--- config.mk ---
export PLATFORM = sky130hd
export DESIGN_NAME = hit_detector
export DESIGN_NICKNAME = d
export VERILOG_FILES = /design/src/rtl/game_pkg.sv /design/src/rtl/hit_fifo.sv /design/src/rtl/hit_detector.sv
export SDC_FILE = /design/constraint.sdc
export NUM_CORES = 1
export LEC_CHECK = 0
export ABC_AREA = 1
export ABC_CLOCK_PERIOD_IN_PS = 1500
export CORE_MARGIN = 4
export CORE_UTILIZATION = 48
export DETAILED_ROUTE_END_ITERATION = 8
export PLACE_DENSITY = 0.77
export SLEW_MARGIN = 20
export SYNTH_ARGS = -nofsm -noshare
export SYNTH_HDL_FRONTEND = slang
export SYNTH_SLANG_ARGS = --single-unit
--- constraint.sdc ---
create_clock -name clock -period 1.5 [get_ports clock]
set_input_delay 0.15 -clock clock [delete_from_list [all_inputs] [get_ports clock]]
set_output_delay 0.15 -clock clock [all_outputs]
set_load 0.03 [all_outputs]
--- src/rtl/game_pkg.sv ---
// game_pkg: shared widths, hit entry record and frame FSM state encoding
// for the sprite hit detection slice.
//   COL_W / ROW_W   pixel column / row widths
//   COLOR_W         layer pixel width: [24:1] RGB, [VISIBLE_BIT] visible flag
//   hit_t           FIFO entry {row, col}
//   state_t         frame FSM states
package game_pkg;

  localparam int COL_W       = 12;
  localparam int ROW_W       = 11;
  localparam int COLOR_W     = 25;
  localparam int VISIBLE_BIT = 0;

  typedef struct packed {
    logic [ROW_W-1:0] row;
    logic [COL_W-1:0] col;
  } hit_t;

  typedef enum logic [1:0] {
    WAIT_FRAME = 2'd0,
    SCAN       = 2'd1,
    END_FRAME  = 2'd2
  } state_t;

endpackage

--- src/rtl/hit_fifo.sv ---
// hit_fifo: synchronous FIFO of hit entries, DEPTH entries (power of two).
//   clock  rising-edge clock
//   reset  asynchronous active-low clear (pointers and storage)
//   push   write din when not full (or when a pop happens in the same cycle)
//   pop    advance head when not empty
//   din    entry to store
//   dout   current head entry (combinational read)
//   full   DEPTH entries held
//   empty  no entries held
module hit_fifo
  import game_pkg::*;
#(
  parameter int DEPTH = 4
) (
  input  logic clock,
  input  logic reset,
  input  logic push,
  input  logic pop,
  input  hit_t din,
  output hit_t dout,
  output logic full,
  output logic empty
);

  localparam int AW = (DEPTH > 1) ? $clog2(DEPTH) : 1;

  // Pointers carry one extra bit so full and empty can be told apart.
  logic [AW:0] wr_ptr;
  logic [AW:0] rd_ptr;
  hit_t        mem [DEPTH];
  logic        do_push;
  logic        do_pop;

  always_comb begin
    empty   = (wr_ptr == rd_ptr);
    full    = (wr_ptr[AW] != rd_ptr[AW]) && (wr_ptr[AW-1:0] == rd_ptr[AW-1:0]);
    do_pop  = pop & ~empty;
    // A full FIFO still accepts a write when the head leaves in the same cycle.
    do_push = push & (~full | do_pop);
    dout    = mem[rd_ptr[AW-1:0]];
  end

  always_ff @(posedge clock or negedge reset) begin
    if (!reset) begin
      wr_ptr <= '0;
      rd_ptr <= '0;
      for (int unsigned i = 0; i < 32'(DEPTH); i++) begin
        mem[i] <= '0;
      end
    end else begin
      if (do_push) begin
        mem[wr_ptr[AW-1:0]] <= din;
        wr_ptr              <= wr_ptr + 1'b1;
      end
      if (do_pop) begin
        rd_ptr <= rd_ptr + 1'b1;
      end
    end
  end

endmodule

--- src/rtl/hit_detector.sv ---
// hit_detector: finds bullet/enemy overlap run starts during active scan,
// queues their {row,col} in a FIFO and reports per-frame hit statistics.
//   clock         rising-edge clock
//   reset         asynchronous active-low reset
//   calc          1 = blanking/compute window, 0 = active scan
//   display_col   current pixel column
//   display_row   current pixel row
//   bullet_color  bullet layer pixel, [0] visible
//   enemy_color   enemy layer pixel, [0] visible
//   hit_ready     consumer accepts head entry
//   hit_valid     FIFO non-empty
//   hit_x/hit_y   column/row of head entry
//   hit_count     accepted hits of the previous frame (saturating at 255)
//   overflow      sticky within a frame: a hit was dropped on a full FIFO
// Build option: define HIT_DEDUP_EN to suppress run starts that continue a
// sprite from the previous row (row = last_row+1, |col-last_col| < SIZE).
module hit_detector
  import game_pkg::*;
#(
  parameter int DEPTH = 4,
  parameter int SIZE  = 32
) (
  input  logic               clock,
  input  logic               reset,
  input  logic               calc,
  input  logic [COL_W-1:0]   display_col,
  input  logic [ROW_W-1:0]   display_row,
  input  logic [COLOR_W-1:0] bullet_color,
  input  logic [COLOR_W-1:0] enemy_color,
  input  logic               hit_ready,
  output logic               hit_valid,
  output logic [COL_W-1:0]   hit_x,
  output logic [ROW_W-1:0]   hit_y,
  output logic [7:0]         hit_count,
  output logic               overflow
);

  logic             calc_q;
  logic             ovl_q;
  logic             ovl_prev;
  logic [COL_W-1:0] col_q;
  logic [ROW_W-1:0] row_q;
  state_t           state;
  logic             armed;
  logic [7:0]       frame_cnt;
  logic             active;
  logic             cand;
  logic             suppress;
  logic             push;
  logic             pop;
  logic             full;
  logic             empty;
  logic             accept;
  logic             drop;
  hit_t             entry;
  hit_t             head;
  logic             unused_color;

  // Only the visible flags matter here; the RGB fields are ignored.
  assign unused_color = ^{bullet_color, enemy_color};

  always_ff @(posedge clock or negedge reset) begin
    if (!reset) begin
      calc_q   <= 1'b0;
      col_q    <= '0;
      row_q    <= '0;
      ovl_q    <= 1'b0;
      ovl_prev <= 1'b0;
    end else begin
      calc_q   <= calc;
      col_q    <= display_col;
      row_q    <= display_row;
      ovl_q    <= bullet_color[VISIBLE_BIT] & enemy_color[VISIBLE_BIT];
      ovl_prev <= ovl_q;
    end
  end

  // armed records that a blanking window has been seen, so that after reset
  // the FSM waits for a complete active period instead of joining mid-frame.
  always_ff @(posedge clock or negedge reset) begin
    if (!reset) begin
      state <= WAIT_FRAME;
      armed <= 1'b0;
    end else begin
      if (calc_q) begin
        armed <= 1'b1;
      end else if (state == WAIT_FRAME) begin
        armed <= 1'b0;
      end
      case (state)
        WAIT_FRAME: if (armed && !calc_q) state <= SCAN;
        SCAN:       if (calc_q) state <= END_FRAME;
        END_FRAME:  state <= WAIT_FRAME;
        default:    state <= WAIT_FRAME;
      endcase
    end
  end

  // The first active pixel arrives while the FSM is still leaving WAIT_FRAME;
  // counting that cycle as scanning keeps pixel (row,0) of the frame.
  always_comb begin
    active = ~calc_q & ((state == SCAN) | ((state == WAIT_FRAME) & armed));
    cand   = active & ovl_q & (~ovl_prev | (col_q == '0));
  end

`ifdef HIT_DEDUP_EN
  localparam logic [COL_W:0] SIZE_W = (COL_W+1)'(SIZE);

  logic [ROW_W-1:0] last_row;
  logic [COL_W-1:0] last_col;
  logic [COL_W:0]   col_diff;
  logic [COL_W:0]   col_dist;

  always_comb begin
    col_diff = {1'b0, col_q} - {1'b0, last_col};
    col_dist = col_diff[COL_W] ? (~col_diff + 1'b1) : col_diff;
    suppress = (row_q == (last_row + ROW_W'(1))) && (col_dist < SIZE_W);
  end

  always_ff @(posedge clock or negedge reset) begin
    if (!reset) begin
      last_row <= '0;
      last_col <= '0;
    end else if (state == END_FRAME) begin
      last_row <= '0;
      last_col <= '0;
    end else if (cand) begin
      last_row <= row_q;
      last_col <= col_q;
    end
  end
`else
  logic unused_size;
  assign unused_size = (SIZE != 0);

  always_comb begin
    suppress = 1'b0;
  end
`endif

  always_comb begin
    push      = cand & ~suppress;
    hit_valid = ~empty;
    pop       = hit_valid & hit_ready;
    accept    = push & (~full | pop);
    drop      = push & full & ~pop;
    entry.row = row_q;
    entry.col = col_q;
    hit_x     = head.col;
    hit_y     = head.row;
  end

  hit_fifo #(
    .DEPTH (DEPTH)
  ) u_fifo (
    .clock (clock),
    .reset (reset),
    .push  (push),
    .pop   (pop),
    .din   (entry),
    .dout  (head),
    .full  (full),
    .empty (empty)
  );

  always_ff @(posedge clock or negedge reset) begin
    if (!reset) begin
      frame_cnt <= '0;
      hit_count <= '0;
      overflow  <= 1'b0;
    end else if (state == END_FRAME) begin
      hit_count <= frame_cnt;
      frame_cnt <= '0;
      overflow  <= 1'b0;
    end else begin
      if (accept && (frame_cnt != '1)) begin
        frame_cnt <= frame_cnt + 8'd1;
      end
      if (drop) begin
        overflow <= 1'b1;
      end
    end
  end

endmodule

# Word-level counts from Yosys, hierarchy flattened
# Cells that the tools add are included.
# totals
elab_cells	82
inputBits	77
out_inout_bits	33
register_bits	144
# op_classes
magnitude_cmp	3
mux	15
addsub	3
reduce_logical	11
bitwise_logic	22
n_eq_ne	8
# op_table
cell	n
$bwmux W92	1
$mux W23	3
$bmux W23 S2	1
$demux W23 S2	1
$mux W8	2
$logic_not A12 Y1	1
$and A1 B1 Y1	11
$add A8 B1 Y8 const B	1
$ne A8 B8 Y1 const B	1
$add A3 B1 Y3 const B	2
$ge A3 B3 Y1 const B	2
$not A2 Y3	2
$reduce_bool A2 Y1	3
$not A1 Y1	5
$logic_and A1 B1 Y1	4
$mux W1	4
$mux W2	2
$ne A2 B2 Y1 const B	2
$or A1 B1 Y1	4
$pmux W2 S2	1
$eq A3 B3 Y1	1
$lt A3 B1 Y1 const B	1
$eq A2 B1 Y1 const B	1
$eq A2 B2 Y1	1
5 further kinds	5

# Depth between registers and ports, before layout
# Gate-level depths: netlist (run 1).
# depth
ltp_word	10
depth_mapped	10

# Hierarchy
# Synthesis (run 1) repeated with hierarchy kept, for this count alone.
# hier_totals
hier_cells	745
area_unflattened_um2	6451.2
# by_module_without_submodules
mod	cells_each	n_inst	area_per_inst_um2
hit_fifo	588	1	4755.8
hit_detector	157	1	1695.4

# Least setup slack after synthesis (run 1)
# No wires, ideal clock.
# synth_path
path_kind	reg-to-output
start	register u_fifo.rd_ptr[0]
end	output hit_x[0]
setup_slack_ns	-0.216
path_stages_with_launch	6
arrival_time_ns	1.566
n_path_buf	2
cell_sequence	dfrtp_1 -> inv_2 -> clkbuf_1 -> clkbuf_1 -> nor2_1 -> o22ai_1
# synth_between
elab_chain_len	4
# synth_lines
element	line_no	source
start: declaration	hit_fifo.sv:29	logic [AW:0] rd_ptr;
start signal: assignment	hit_fifo.sv:56	rd_ptr <= rd_ptr + 1'b1;
$not A2 Y3 (implied by the code)	hit_fifo.sv:40	dout = mem[rd_ptr[AW-1:0]];
$bmux W23 S2	hit_fifo.sv:40	
$mux W23 (implied by the code) (2 in a row)	hit_fifo.sv:40	
end: declaration	hit_detector.sv:32	output logic [COL_W-1:0] hit_x,
# Every way passes these cells. The select of a mux whose other input is x is not followed.

# Worst setup path after layout (run 1)
# layout_path
start	register u_fifo.rd_ptr[0]
end	output hit_y[4]
# layout_between
elab_chain_len	4
# layout_lines
element	line_no	source
$not A2 Y3 (implied by the code)	hit_fifo.sv:40	
$bmux W23 S2	hit_fifo.sv:40	
$mux W23 (implied by the code) (2 in a row)	hit_fifo.sv:40	
end: declaration	hit_detector.sv:33	output logic [ROW_W-1:0] hit_y,
# Every way passes these cells. The select of a mux whose other input is x is not followed.

==> results_dict.tcl, run 1 <==
set metrics [dict create \
    outcome "complete, but fails checks" \
    violations "setup timing" \
    n_fill_cell 797 \
    tightest_slew_ns 0.396 \
    cts_sinks 144 \
    clk_pin_slew_ns 0.06 \
    drtAntennaViolNets 0 \
    syn_area_per_cell_um2 9.51 \
    postPlaceCellArea_mm2 0.00739 \
    relSlewSlack 0.736 \
    ctsRootBufferMaster "clkbuf_16" \
    antenna_found_initial 0 \
    fin_nets 857 \
    critPathArrivalTime_ns 1.73 \
    p_int_mw 11.9 \
    synth_edf_count 0 \
    fmax_ghz 0.532 \
    yosysUniqueCellTypes 30 \
    dpl.cell_count 898 \
    rsz0062_at_grt "yes" \
    cts_tree "built" \
    endpoint_kind "primary output" \
    die_y_um 122 \
    grt_pass1_wl_um 28600 \
    wl_per_cell_um 20.8 \
    vias 5618 \
    synth_ff_type "dfrtp_1" \
    hpwlAfterDp_um 9070 \
    whs_ns 0.157 \
    io_pins 110 \
    seqPwrFrac 0.317 \
    path_class "register to primary output" \
    leakage_nw 4.28 \
    port_buffers 61 \
    hold_class "input pin to register" \
    p_switching_mw 8.05 \
    critPathLaunchType "register" \
    synth-warning-count 0 \
    synthCells 656 \
    finalHoldViolCount 0 \
    track_usage 0.252 \
    diodes 0 \
    syn_to_final_growth_pct 47.5 \
    irDropWorstVdd_uv 1340 \
    max-clock-path-buffers 2 \
    drt_pre_antenna_iters 6 \
    htreeDepth 4 \
    start_util 0.492 \
    yosysSeqAreaShare 0.578 \
    num_rows 41 \
    comb_power_share 0.477 \
    dieArea_mm2 0.0149 \
    critPathRequiredTime_ns 1.35 \
    maxCapViolations 0 \
    drc_errors 0 \
    drive_gt1_frac 0.414 \
    routed_wl_um 19900 \
    clkPwrFrac 0.206 \
    min_period_over_period 1.25 \
    routabilityCongestion 0.787 \
    pre_cts_ws_ns -0.152 \
    final-setup-viol-count 128 \
    ys_ff_latch 144 \
    instances_no_fill 957 \
    grt_pass1_vias 5632 \
    syn_nets 739 \
    stdcell_area_mm2 0.00920 \
    cp_max_fo 8 \
    setup_tns_ns -34.05 \
    insertion_delay_ns 0.43 \
    post-route-util 0.726 \
    async_reset_ff_frac 1.00 \
    power.share.switching 0.403 \
    power_density_mw_per_mm2 2170 \
    timing.final.crit_period_ns 1.88 \
    slew_violations 0 \
    synth_top_area_cell "dfrtp_1" \
    synth.area.top_cells "dfrtp_1, nand2_1, o21ai_1, o21ai_0, nor2_1" \
    grt_max_degree 48 \
    cts-buffers-inserted 17 \
    finalWorstSetupSlack_ns -0.380 \
    core-area_mm2 0.0127 \
    synthDominantCellAreaShare 0.578 \
    power_mw 19.9 \
    die_w_um 122 \
    netlist_area_mm2 0.00624 \
    viasPerCell 5.87 \
    grt_overflow_total 0 \
    final.setup_skew_ns 0.00645 \
    drtIter0Drc 478 \
]
==> power groups by stage <==
| stage | clock network (mW) | registers [mW] | logic [mW] |
|---|---|---|---|
| final | 4.11 | 6.31 | 9.52 |
| after global routing | 4.31 | 6.40 | 10.1 |
| after CTS | 4.09 | 5.92 | 8.21 |
| after detailed placement | 0 | 5.86 | 6.73 |
| after global placement | 0 | 5.78 | 6.49 |
| after floorplan | 0 | 5.77 | 4.49 |
==> cell families after synthesis <==
kind of cell,synth area share
compound gates,0.155
fa+ha+maj,0.0120
buf+inv,0.0668
simple gates,0.182
flops,0.578
xor+xnor,0.00702
==> layout make-up <==
cell class / instances / area (um^2) / share of cell area
clock buffers: 24 / 482 / 0.0523
clock inverters: 6 / 82.6 / 0.00897
inverters: 49 / 184 / 0.0200
multi-input cells: 426 / 2940 / 0.320
flip-flops and latches: 144 / 3600 / 0.392
well taps: 172 / 215 / 0.0234
repair buffers: 136 / 1690 / 0.184
==> state kept, by name, summed over array words and instances, names as in the netlist <==
register	cells
frame_cnt	8
state	2
u_fifo.wr_ptr	3
row_q	11
ovl_prev	1
u_fifo.mem	92
calc_q	1
hit_count	8
overflow	1
u_fifo.rd_ptr	3
ovl_q	1
armed	1
col_q	12
==> path summary, 6_finish.rpt <==
check                                        startpoint                          to  slack, ns  cells past startpoint
min reg2reg                             ovl_q$_DFF_PN0_          ovl_prev$_DFF_PN0_       0.42                      0
max reg2reg                          col_q[3]$_DFF_PN0_  u_fifo.mem[16]$_DFFE_PN0P_      -0.37                     11
max in group asynchronous                         reset  u_fifo.mem[26]$_DFFE_PN0P_       0.71                      3
max                        u_fifo.rd_ptr[0]$_DFFE_PN0P_                    hit_y[4]      -0.38                      6
min in group asynchronous                         reset  u_fifo.mem[44]$_DFFE_PN0P_       0.20                      2
min                                      display_row[3]          row_q[3]$_DFF_PN0_       0.16                      1
==> per-layer routing <==
layer | vias to the layer above | wire length, um | GRT usage
met5 | - | 0 | 0
met4 | 0 | 1140 | 0.102
met2 | 293 | 10200 | 0.435
met1 | 2795 | 7240 | 0.304
li1 | 2420 | - | -
met3 | 110 | 1390 | 0.0590
==> worst max-delay path, stage by stage, from the launching register on <==
cell and delay, ns:
dfrtp_1 0.41, inv_2 0.10, buf_12 0.16, clkbuf_16 0.16
o21ai_1 0.08, o22ai_2 0.20, buf_6 0.17
==> Yosys cell counts (all sizes together) (3+ instances only) <==
cell type / n
a21oi: 3
buf: 21
clkbuf: 16
dfrtp: 144
ha: 6
inv: 49
nand2: 145
nand3: 16
nand4: 16
nor2: 62
o21ai: 147
o22ai: 23
xor2: 5
==> placed cells by master, fill, tap and decap left out, types with 22 or more instances in the layout <==
master | netlist | routed
nand2_1 | 125 | 63
nor2_1 | 58 | 41
buf_4 | 9 | 34
buf_12 | 2 | 24
o22ai_2 | 0 | 22
inv_1 | 43 | 43
nand2_4 | 1 | 34
clkbuf_16 | 0 | 22
buf_6 | 1 | 31
dfrtp_1 | 144 | 143
nand2_2 | 18 | 47
o21ai_1 | 75 | 77
clkdlybuf4s50_1 | 0 | 27
o21ai_2 | 17 | 61
==> what timing repair did <==
action                                  4_1_cts  5_1_grt
endpoints found under the hold margin        97        0
resized for setup                           162      125
pin swaps                                    22       20
gates cloned                                  8        5
endpoints found under the setup margin      136      130
buffers inserted                             18        4
hold buffers                                  1        0
No activity file was read; power rests on OpenSTA's default activity.
==> inputs of run 2 (changes only) <==
- CTS_CLUSTER_DIAMETER: not set -> 40
- RECOVER_POWER: not set -> 25
==> results_dict.tcl, run 2 (synthesis results as in run 1) <==
set metrics [dict create \
    outcome "complete, but fails checks" \
    violations "setup timing" \
    grt_overflow_total 0 \
    clk_pin_slew_ns 0.06 \
    largest_reg_flops 92 \
    insertion_delay_ns 0.43 \
    ctsRootBufferMaster "clkbuf_16" \
    power_density_mw_per_mm2 2170 \
    critPathSlowestCell "dfrtp_1" \
    grt_pass1_vias 5632 \
    rrSetupSlack_ns -0.37 \
    drc_errors 0 \
    diodes 0 \
    grt_pass1_wl_um 28600 \
    drt_pre_antenna_iters 5 \
    instances_no_fill 957 \
    n_fill_cell 796 \
    top_register "u_fifo.mem" \
    die_w_um 122 \
    track_usage 0.252 \
    power_mw 19.9 \
    htreeDepth 4 \
    critPathMaxStageDelay_ns 0.41 \
    leakage_nw 4.28 \
    cts_sinks 144 \
    final_cell_mix "dfrtp_1, o21ai_1, nand2_1, o21ai_2, nand2_2" \
    num_rows 41 \
    viasPerCell 5.88 \
    whs_ns 0.271 \
    routabilityCongestion 0.787 \
    reg2reg_depth 11 \
    final-setup-viol-count 128 \
    die_y_um 122 \
    whs_path_depth 3 \
    irDropWorstVdd_uv 1340 \
    min_period_over_period 1.25 \
    vias 5623 \
    relSlewSlack 0.288 \
    finalHoldViolCount 0 \
    drtAntennaViolNets 0 \
    critPathRequiredTime_ns 1.35 \
    slew_violations 0 \
    path_class "register to primary output" \
    maxCapViolations 0 \
    critPathLaunchType "register" \
    timing.final.crit_period_ns 1.88 \
    io_pins 110 \
    critPathArrivalTime_ns 1.73 \
    max-clock-path-buffers 2 \
    dieArea_mm2 0.0149 \
    hold_class "input pin to register" \
    antenna_found_initial 0 \
    drive_gt1_frac 0.414 \
    stdcell_area_mm2 0.00920 \
    wl_per_cell_um 20.8 \
    start_util 0.492 \
    final.setup_skew_ns 0.00633 \
    dpl.cell_count 898 \
    cts_tree "built" \
    routed_wl_um 19900 \
    syn_to_final_growth_pct 47.4 \
    postPlaceCellArea_mm2 0.00739 \
    reg_top3 "u_fifo.mem (92), col_q (12), row_q (11)" \
    finalWorstSetupSlack_ns -0.382 \
    cp_max_fo 8 \
    crit_chain "inv_2 -> buf_12 -> clkbuf_16 -> o21ai_1 -> o22ai_2 -> buf_6" \
    fmax_ghz 0.531 \
    drtIter0Drc 480 \
    port_buffers 61 \
    endpoint_kind "primary output" \
    tightest_slew_ns 1.07 \
    rsz0062_at_grt "yes" \
    cts-buffers-inserted 17 \
    core-area_mm2 0.0127 \
    hpwlAfterDp_um 9070 \
    final_common_cell "dfrtp_1" \
    fin_nets 857 \
    grt_max_degree 48 \
]
==> run 2: metal layers <==
metal	routed length, um	vias to the layer above	part of all wire	global-route usage
met5	0	-	0	0
met2	10100	291	0.51	0.435
met1	7230	2802	0.36	0.304
met4	1200	0	0.060	0.102
met3	1370	112	0.069	0.0590
li1	-	2418	-	-
==> run 2: layout make-up <==
type / instances / area [um^2] / share of cell area
clock buffers: 24 / 482 / 0.0524
clock inverters: 6 / 82.6 / 0.00898
inverters: 49 / 184 / 0.0200
multi-input cells: 426 / 2940 / 0.320
flip-flops and latches: 144 / 3600 / 0.392
well taps: 172 / 215 / 0.0234
repair buffers: 136 / 1690 / 0.184
==> run 2: power breakdown <==
part | switching, mW | total [mW] | leakage [nW] | internal, mW
clock network | 1.55 | 4.10 | 0.276 | 2.55
logic | 5.30 | 9.51 | 2.14 | 4.21
registers | 1.19 | 6.31 | 1.87 | 5.13
==> run 2: repair_timing <==
action,in CTS,in global routing
setup buffers,18,4
endpoints found under the setup margin,136,130
gates cloned,8,5
pin swaps,22,20
hold endpoints to repair,97,0
resized for setup,162,125
hold buffers,1,0
==> run 2: path summary, 6_finish.rpt <==
| kind | start | to |
|---|---|---|
| min in group asynchronous | reset | u_fifo.mem[44]$_DFFE_PN0P_ |
| hold reg to reg | ovl_q$_DFF_PN0_ | ovl_prev$_DFF_PN0_ |
| hold / removal | enemy_color[0] | ovl_q$_DFF_PN0_ |
| setup / recovery | u_fifo.rd_ptr[0]$_DFFE_PN0P_ | hit_y[4] |
| setup reg to reg | col_q[3]$_DFF_PN0_ | u_fifo.mem[16]$_DFFE_PN0P_ |
| max in group asynchronous | reset | u_fifo.mem[72]$_DFFE_PN0P_ |
==> run 2: stage by stage <==
step,setup TNS (ns),util,setup WS (ns)
2_1_floorplan,-0.0274,-,-0.00457
4_1_cts,-27.09,0.686,-0.299
3_5_place_dp,-7.09,0.583,-0.152
3_3_place_gp,-3.91,0.583,-0.0636
6_report,-34.20,0.726,-0.382
5_1_grt,-41.46,0.726,-0.436
==> run 2: critical path: cells and delay by family, from the launching register on <==
kind	cells	cell delay [ns]
DFF	1	0.41
buffers and inverters	4	0.59
AOI/OAI and AO/OA	2	0.29
